==> src/rtl/read_pointer_ctrl.sv <==
// Read-side pointer controller for the async FIFO: Gray/binary read pointer,
// registered empty/almost-empty flags, fill level and sticky underflow.
module read_pointer_ctrl #(
    parameter int ADDR_WIDTH   = 4,
    parameter int AEMPTY_RESET = 2
) (
    input  logic                  read_clock,
    input  logic                  read_reset_n,
    input  logic                  read_enable,
    input  logic [ADDR_WIDTH:0]   sync_write_ptr,
    input  logic [ADDR_WIDTH:0]   aempty_thresh,
    input  logic                  thresh_load,
    input  logic                  underflow_clear,
    output logic                  read_fire,
    output logic [ADDR_WIDTH-1:0] read_addr,
    output logic [ADDR_WIDTH:0]   read_ptr,
    output logic                  read_empty,
    output logic                  read_almost_empty,
    output logic [ADDR_WIDTH:0]   read_level,
    output logic                  read_underflow
);

    localparam int PW = ADDR_WIDTH + 1;
    localparam logic [PW-1:0] THRESH_INIT = PW'(AEMPTY_RESET);

    logic [PW-1:0] bin_reg;
    logic [PW-1:0] gray_reg;
    logic [PW-1:0] level_reg;
    logic [PW-1:0] thresh_reg;
    logic          empty_reg;
    logic          aempty_reg;
    logic          underflow_reg;

    logic [PW-1:0] bin_next;
    logic [PW-1:0] gray_next;
    logic [PW-1:0] wbin;
    logic [PW-1:0] level_next;
    logic          empty_next;
    logic          aempty_next;
    logic          underflow_next;

    // Gray-to-binary: each binary bit is the XOR of all Gray bits from the MSB down to it.
    genvar gi;
    generate
        for (gi = 0; gi < PW; gi++) begin : g_wdecode
            assign wbin[gi] = ^sync_write_ptr[PW-1:gi];
        end
    endgenerate

    always_comb begin
        read_fire      = read_enable & ~empty_reg;
        bin_next       = bin_reg + {{(PW-1){1'b0}}, read_fire};
        gray_next      = (bin_next >> 1) ^ bin_next;
        level_next     = wbin - bin_next;
        empty_next     = (gray_next == sync_write_ptr);
        aempty_next    = (level_next <= thresh_reg);
        // A new underflow takes priority over a simultaneous clear.
        underflow_next = (read_enable & empty_reg) | (underflow_reg & ~underflow_clear);
    end

    always_ff @(posedge read_clock or negedge read_reset_n) begin
        if (!read_reset_n) begin
            bin_reg       <= '0;
            gray_reg      <= '0;
            level_reg     <= '0;
            thresh_reg    <= THRESH_INIT;
            empty_reg     <= 1'b1;
            aempty_reg    <= 1'b1;
            underflow_reg <= 1'b0;
        end else begin
            bin_reg       <= bin_next;
            gray_reg      <= gray_next;
            level_reg     <= level_next;
            empty_reg     <= empty_next;
            aempty_reg    <= aempty_next;
            underflow_reg <= underflow_next;
            if (thresh_load) begin
                thresh_reg <= aempty_thresh;
            end
        end
    end

    assign read_addr         = bin_reg[ADDR_WIDTH-1:0];
    assign read_ptr          = gray_reg;
    assign read_empty        = empty_reg;
    assign read_almost_empty = aempty_reg;
    assign read_level        = level_reg;
    assign read_underflow    = underflow_reg;

endmodule

==> config.mk <==
export PLATFORM = sky130hd
export DESIGN_NAME = read_pointer_ctrl
export DESIGN_NICKNAME = d
export VERILOG_FILES = /design/src/rtl/read_pointer_ctrl.sv
export SDC_FILE = /design/constraint.sdc
export NUM_CORES = 1
export LEC_CHECK = 0
export CAP_MARGIN = 20
export CORE_ASPECT_RATIO = 1.25
export CORE_MARGIN = 3
export CORE_UTILIZATION = 50
export CTS_CLUSTER_DIAMETER = 40
export DETAILED_ROUTE_END_ITERATION = 10
export PLACE_DENSITY = 0.84
export RECOVER_POWER = 25
export SLEW_MARGIN = 30
export SYNTH_ARGS = -nofsm -noshare
export SYNTH_HDL_FRONTEND = slang
export SYNTH_SLANG_ARGS = --single-unit
==> constraint.sdc <==
create_clock -name read_clock -period 4.8 [get_ports read_clock]
set_input_delay 1.2 -clock read_clock [delete_from_list [all_inputs] [get_ports read_clock]]
set_output_delay 1.2 -clock read_clock [all_outputs]
set_load 0.1 [all_outputs]
== After elaboration in Yosys (flattened, before gate mapping) ==
Cells that the tools add are included.
Cells by class
  divide/modulo/power cells: 0
  reductions and logical operators: 4
  order comparisons: 1
  equal/unequal tests: 1
  bitwise gates (word level): 7
  $mul: 0
  shift-type cells: 0
  multiplexer cells: 0
  add/sub/neg operators: 2
Operator list (number)
  5-bit by 1-bit adder with 5-bit output: 1
  5-bit equality test: 1
  5-bit less-or-equal comparator: 1
  5-bit XOR reduction: 1
  5-bit subtractor: 1
  4-bit by 5-bit XOR with 5-bit output: 1
  4-bit XOR reduction: 1
  1-bit bitwise AND: 3
  3-bit XOR reduction: 1
  1-bit inverter: 2
  2-bit XOR reduction: 1
  1-bit OR: 1
Word-level totals
  bits in registers: 23
  memories kept: 0
  latch bits: 0
  memory bits (writable): 0
  memory bits (read-only): 0
  input bits: 15

== Logic depth before layout (Yosys ltp) ==
Gate-level depths: netlist (run 1).
  word-level depth: 5
  mapped depth: 14
  depth with buffers taken out: 14

== Least setup slack after synthesis (run 1) ==
OpenSTA, ideal clock, no wires.
  path type: input port to flip-flop
  start point: input read_enable
  end point: register aempty_reg, in the netlist read_almost_empty
  path buffers: 0
  path slack: 0.797 ns
  arrival: 3.919 ns
  cell stages on the path: 14
  required time: 4.716 ns
  path through: nor2b_4 > nand2_1 > inv_1 > ha_1 > xor2_2 > inv_1 > ha_1 > a21o_1 > a21oi_1 > xor2_1 > ha_1 > and3_1 > nand3_1 > o21ai_0
Between the ends
  longest elaborated chain between the ends: 4
RTL lines
  start, declared: RTL line 9  | input logic read_enable,
  1-bit bitwise AND: RTL line 51  | read_fire = read_enable & ~empty_reg;
  5-bit by 1-bit adder with 5-bit output: RTL line 52  | bin_next = bin_reg + {{(PW-1){1'b0}}, read_fire};
  named net bin_next[2]: RTL line 34  | logic [PW-1:0] bin_next;
  5-bit subtractor: RTL line 54  | level_next = wbin - bin_next;
  named net level_next[4]: RTL line 37  | logic [PW-1:0] level_next;
  5-bit less-or-equal comparator: RTL line 56  | aempty_next = (level_next <= thresh_reg);
  named net aempty_next: RTL line 39  | logic aempty_next;
  end signal, assigned: RTL line 75  | aempty_reg <= aempty_next;
  end, declared: RTL line 31  | logic aempty_reg;
The timed path passes the listed nets, and every way through them passes these cells.
A chain may end at the register's enable or synchronous reset.

== Final worst setup path (run 1) ==
  start point: input sync_write_ptr[4]
  end point: register aempty_reg, in the netlist read_almost_empty
Between the ends
  longest elaborated chain between the ends: 3
  elaborated cells on any way between the ends: 6
  those cells by class: 1 x add/sub; 1 x order compare; 4 x reduce/logical
RTL lines
  start, declared: RTL line 10  | input logic [ADDR_WIDTH:0] sync_write_ptr,
  5-bit XOR reduction or 4-bit XOR reduction (tied branches): RTL line 46  | assign wbin[gi] = ^sync_write_ptr[PW-1:gi];
  5-bit subtractor (*): RTL line 54
  named net level_next[1]: RTL line 37
  5-bit less-or-equal comparator (*): RTL line 56
  named net aempty_next: RTL line 39
Mark *: on every way through the listed nets, which the timed path passes. The rest lies on a longest branch.

==> flow_metrics.py, run 1 <==
metrics = {
    "status": {
        "status": "complete, no violations",
    },
    "sta": {
        "finalSetupViolCount": 0,
        "post-route-min-period_ns": 4.18,
        "final.period_utilization_pct": 87.1,
        "finalHoldWorstSlack_ns": 0.514,
        "fmax_mhz": 239,
        "finClkSkew_ns": 0.00580,
        "relSlewSlack_pct": 25.5,
        "finalHoldViolations": 0,
        "worst_pin_slew_ns": 1.12,
        "tns_ns": 0,
        "rsz0062_at_grt": "no",
        "finalMaxSlewViolations": 0,
    },
    "yosys": {
        "synth_cell_type_count": 23,
        "syn_nets": 127,
        "ys_seq_area_share_pct": 48.7,
        "synthCells": 101,
        "async_flop_share_pct": 100,
        "synth_edf_count": 0,
        "avgSynthCellArea_um2": 11.3,
        "ys.flop_type": "dfrtp_1",
        "netlist_area_um2": 1140,
        "synth_seq_cells": 22,
        "yosysWarnings": 0,
    },
    "layout": {
        "postLayoutCellArea_um2": 1510,
        "fillers": 163,
        "fin_util_pct": 72.9,
        "area_delta_synth_final_pct": 32.6,
        "antennaDiodeCount": 0,
        "final_layout_size_suffix_gt1_share_pct": 8.09,
        "final_nets": 163,
    },
    "detailed_routing": {
        "via_per_inst": 4.78,
        "dr.pass1.iters": 4,
        "avgRoutedWirePerCell_um": 12.7,
        "routed_wl_um": 2100,
        "via_count": 794,
        "antenna_left": 0,
        "drt_iter0_drc": 10,
        "drc": 0,
    },
    "worst_setup_path": {
        "crit_fanout": 3,
        "cp-start-kind": "input port",
        "worstSetupPathType": "in2reg",
        "worstPathArrival_ns": 4.41,
        "reg2reg_from": "read_empty",
        "cp-startpoint": "sync_write_ptr[4]",
        "required_ns": 5.03,
        "critPathCaptureType": "flip-flop",
        "worstPathCellList": "clkdlybuf4s50_1 > xor2_1 > xnor2_1 > xor2_1 > xor2_1 > ha_1 > fa_1 > inv_1 > ha_1 > nor2b_1 > o21a_1 > o21a_1 > o21a_1 > o21ai_0",
        "slowest_stage": "clkdlybuf4s50_1",
        "slowest_delay_ns": 0.51,
    },
    "die": {
        "core_area_um2": 2070,
        "num_rows": 18,
        "fp.dieArea_um2": 2890,
        "die_h_um": 59.4,
        "ios": 33,
        "die_w_um": 48.7,
        "start_util_pct": 55.0,
    },
    "clocking": {
        "htree_levels": 1,
        "cts_resized": 0,
        "cts_buffer_depth": 2,
        "tritoncts": "built",
        "insertion_delay_ns": 0.30,
        "clk_pin_slew_ns": 0.11,
        "cts_hold_buffers": 0,
        "cts_buffers": 3,
        "clkSinkCount": 22,
        "cts-root-buf": "clkbuf_4",
        "post_cts_buffers": 0,
    },
    "grt": {
        "grt_pass1_vias": 857,
        "antenna_found_initial": 0,
        "grt_pass1_wl_um": 3680,
        "grt_overflow_total": 0,
        "track_usage_pct": 17.0,
        "grt_max_degree": 23,
    },
    "placed_design": {
        "io_buffers": 32,
        "dp_hpwl_um": 1750,
        "postPlaceCellArea_um2": 1490,
        "gp_congestion": 0.767,
    },
    "flow_run": {
        "cap_violations": 0,
    },
    "hold_path": {
        "min_from": "thresh_reg[1]",
        "hp-class": "reg2reg",
    },
}
==> final cells by class <==
type	instances	area [um^2]	share of cell area, %
clock buffer	4	26.3	1.74
inverter	16	60.1	3.98
multi-input combinational	62	520	34.5
sequential	22	554	36.7
tap	30	37.5	2.49
timing repair buffer	32	312	20.6
==> placed cells by master, fill, tap and decap left out <==
master,instances
and3_1,1
mux2_2,1
dfstp_2,3
nand3_1,3
xor2_1,12
o21a_1,3
inv_1,16
nor2_1,1
or3_1,1
nand4_1,1
fa_1,1
dfrtp_1,19
a2111oi_2,1
clkbuf_1,2
a21o_1,2
buf_4,1
nor2b_4,1
clkdlybuf4s50_1,30
ha_1,10
clkbuf_4,3
nor2b_1,1
xor2_2,1
o21ai_0,6
nand2_1,6
xnor2_1,8
a21oi_1,2
==> cells by family (layout without fill, tap and decap cells) <==
family          Yosys count  count (layout)  share of synthesized area, %
xor+xnor                 21              21                          16.8
compound gates           14              14                          8.13
simple gates             15              15                          7.03
flops                    22              22                          48.7
fa+ha+maj                11              11                          12.7
mux                       1               1                         0.989
buf+inv                  17              52                          5.60
==> metrics by stage <==
step	worst slack, ns	std cells
2_1_floorplan	0.797	101
3_3_place_gp	0.435	162
3_5_place_dp	0.297	162
4_1_cts	0.602	166
5_1_grt	0.352	166
6_report	0.620	166
==> worst max-delay path: cells and delay by family <==
kind                       cells  cell delay, ns
buffers and inverters          2            0.56
adders and majority gates      3            1.00
xor gates and xnor gates       4            0.90
and+or+nand+nor                1            0.14
AOI/OAI and AO/OA              4            0.61
==> cell usage after synthesis, drive strengths merged, types with 2 or more instances <==
cell | number | area, um^2
dfrtp | 19 | 475
xor2 | 13 | 121
nor2b | 2 | 20.0
nand2 | 6 | 22.5
ha | 10 | 125
nand3 | 3 | 15.0
o21ai | 6 | 30.0
dfstp | 3 | 78.8
inv | 16 | 60.1
a21o | 2 | 15.0
xnor2 | 8 | 70.1
o21a | 3 | 22.5
a21oi | 2 | 10.0
==> routing by layer <==
| layer | vias to the layer above | share of wire [%] | track usage, % |
|---|---|---|---|
| li1 | 391 | - | - |
| met1 | 386 | 39 | 19.2 |
| met2 | 13 | 56 | 30.5 |
| met3 | 4 | 3.0 | 2.77 |
| met4 | 0 | 2.1 | 9.76 |
| met5 | - | 0 | 0 |
==> worst paths after layout <==
kind                       slack, ns                end  depth (start not counted)
setup / recovery                0.62  read_almost_empty                         14
hold / removal                  0.51      thresh_reg[1]                          2
setup reg to reg                1.84  read_almost_empty                         14
hold reg to reg                 0.51      thresh_reg[1]                          2
max in group asynchronous       3.05      thresh_reg[0]                          1
min in group asynchronous       1.08         bin_reg[1]                          1
Power of run 1 is not shown: default switching activity piles up to over one toggle a cycle in this logic, so the estimate is an artifact.
==> run 2, diff against run 1 <==
- ABC_CLOCK_PERIOD_IN_PS: unset -> 4800
- CORE_MARGIN: 3 -> unset
==> run 2 against run 1 <==
Clock skew is 0.00050 ns higher; cell area stayed put; worst hold slack better by 0.024 ns; routed wire length is 2.4% lower; flip-flop and latch count stayed put; via count is 0.25% higher; critical path type unchanged; critical endpoint unchanged.
==> flow_metrics.py, run 2 (synthesis results as in run 1) <==
metrics = {
    "layout": {
        "antennaDiodeCount": 0,
        "fillers": 147,
        "layout_common_cells": "clkdlybuf4s50_1, dfrtp_1, inv_1, xor2_1, ha_1",
        "area_delta_synth_final_pct": 32.6,
        "final_nets": 163,
        "final_layout_size_suffix_gt1_share_pct": 8.09,
        "layout_commonest_cell": "clkdlybuf4s50_1",
    },
    "grt": {
        "grt_pass1_vias": 799,
        "grt_overflow_total": 0,
        "track_usage_pct": 18.9,
        "grt_max_degree": 23,
        "grt_pass1_wl_um": 3490,
        "antenna_found_initial": 0,
    },
    "die": {
        "fp.dieArea_um2": 2470,
        "core_area_um2": 2050,
        "start_util_pct": 55.6,
        "num_rows": 18,
        "die_h_um": 55.4,
        "ios": 33,
        "die_w_um": 44.7,
    },
    "detailed_routing": {
        "avgRoutedWirePerCell_um": 12.4,
        "dr_wl_met3_um": 33,
        "antenna_left": 0,
        "via_count": 796,
        "wl_met2_um": 1140,
        "drt_iter0_drc": 14,
        "via_per_inst": 4.80,
        "drc": 0,
        "met1_length_um": 867,
        "top_layer": "met4",
        "dr.pass1.iters": 4,
        "routed_wl_um": 2050,
    },
    "clocking": {
        "htree_levels": 1,
        "cts_buffers": 3,
        "clkSinkCount": 22,
        "tritoncts": "built",
        "cts-root-buf": "clkbuf_4",
        "clk_pin_slew_ns": 0.11,
        "cts_hold_buffers": 0,
        "cts_buffer_depth": 2,
        "cts_resized": 0,
        "insertion_delay_ns": 0.29,
        "post_cts_buffers": 0,
    },
    "sta": {
        "relSlewSlack_pct": 23.3,
        "post-route-min-period_ns": 4.20,
        "finalSetupViolCount": 0,
        "fmax_mhz": 238,
        "finClkSkew_ns": 0.00630,
        "finalHoldViolations": 0,
        "final.period_utilization_pct": 87.5,
        "rsz0062_at_grt": "no",
        "finalMaxSlewViolations": 0,
        "tns_ns": 0,
        "worst_pin_slew_ns": 1.15,
    },
    "worst_setup_path": {
        "worstPathArrival_ns": 4.42,
        "worstSetupPathType": "in2reg",
        "worst-path-buf-inv": 2,
        "cp_top_family": "adder cells",
        "critPathCaptureType": "flip-flop",
        "slowest_delay_ns": 0.51,
        "cp-start-kind": "input port",
        "required_ns": 5.02,
        "worstPathCellList": "clkdlybuf4s50_1 > xor2_1 > xnor2_1 > xor2_1 > xor2_1 > ha_1 > fa_1 > inv_1 > ha_1 > nor2b_1 > o21a_1 > o21a_1 > o21a_1 > o21ai_0",
        "crit_fanout": 3,
        "slowest_stage": "clkdlybuf4s50_1",
    },
    "status": {
        "status": "complete, no violations",
    },
    "flow_run": {
        "cap_violations": 0,
    },
    "placed_design": {
        "gp_congestion": 0.687,
        "dp_hpwl_um": 1710,
        "io_buffers": 32,
    },
    "hold_path": {
        "hp-class": "reg2reg",
    },
}
[run 2: cell counts in the layout (fill, tap and decap cells not counted)]
Identical to the previous run, type by type.
[run 2: worst paths after layout]
check                                  start                 to  slack (ns)  cells past startpoint
max                        sync_write_ptr[3]  read_almost_empty        0.60                     14
min                            thresh_reg[1]      thresh_reg[1]        0.54                      2
max reg2reg                       read_empty  read_almost_empty        1.85                     14
min reg2reg                    thresh_reg[1]      thresh_reg[1]        0.54                      2
max in group asynchronous       read_reset_n      read_level[2]        3.02                      1
min in group asynchronous       read_reset_n      read_level[0]        1.10                      1
[run 2: worst reg2reg max path, delay by kind of cell (launching register included)]
family          cells  cell delay [ns]
fa+ha+maj           3             0.85
flops               1             0.59
xor+xnor            2             0.50
simple gates        4             0.41
compound gates      3             0.41
buf+inv             2             0.14
[run 2: stage by stage]
| step | hold slack [ns] | util, % | instances | worst slack [ns] | instance area, um^2 |
|---|---|---|---|---|---|
| after floorplan | 0.480 | - | 101 | 0.797 | 1140 |
| after global placement | 0.511 | 72.7 | 162 | 0.434 | 1490 |
| after detailed placement | 0.526 | 72.7 | 162 | 0.242 | 1490 |
| after CTS | 0.544 | 74.0 | 166 | 0.578 | 1520 |
| after global routing | 0.574 | 73.7 | 166 | 0.317 | 1510 |
| final | 0.538 | 73.7 | 166 | 0.599 | 1510 |
[run 2: cell type report]
type                            instances  area [um^2]  area share [%]
Timing Repair Buffer                   32          312            20.6
Tap cell                               30         37.5            2.49
Clock buffer                            4         26.3            1.74
Multi-Input combinational cell         62          520            34.5
Inverter                               16         60.1            3.98
Sequential cell                        22          554            36.7
[run 2: layer usage]
metal	track usage, %	up-vias
met1	23.5	388
li1	-	394
met3	1.96	2
met2	33.4	12
met4	5.19	0
met5	0	-
Power of run 2 is left out for the same reason.
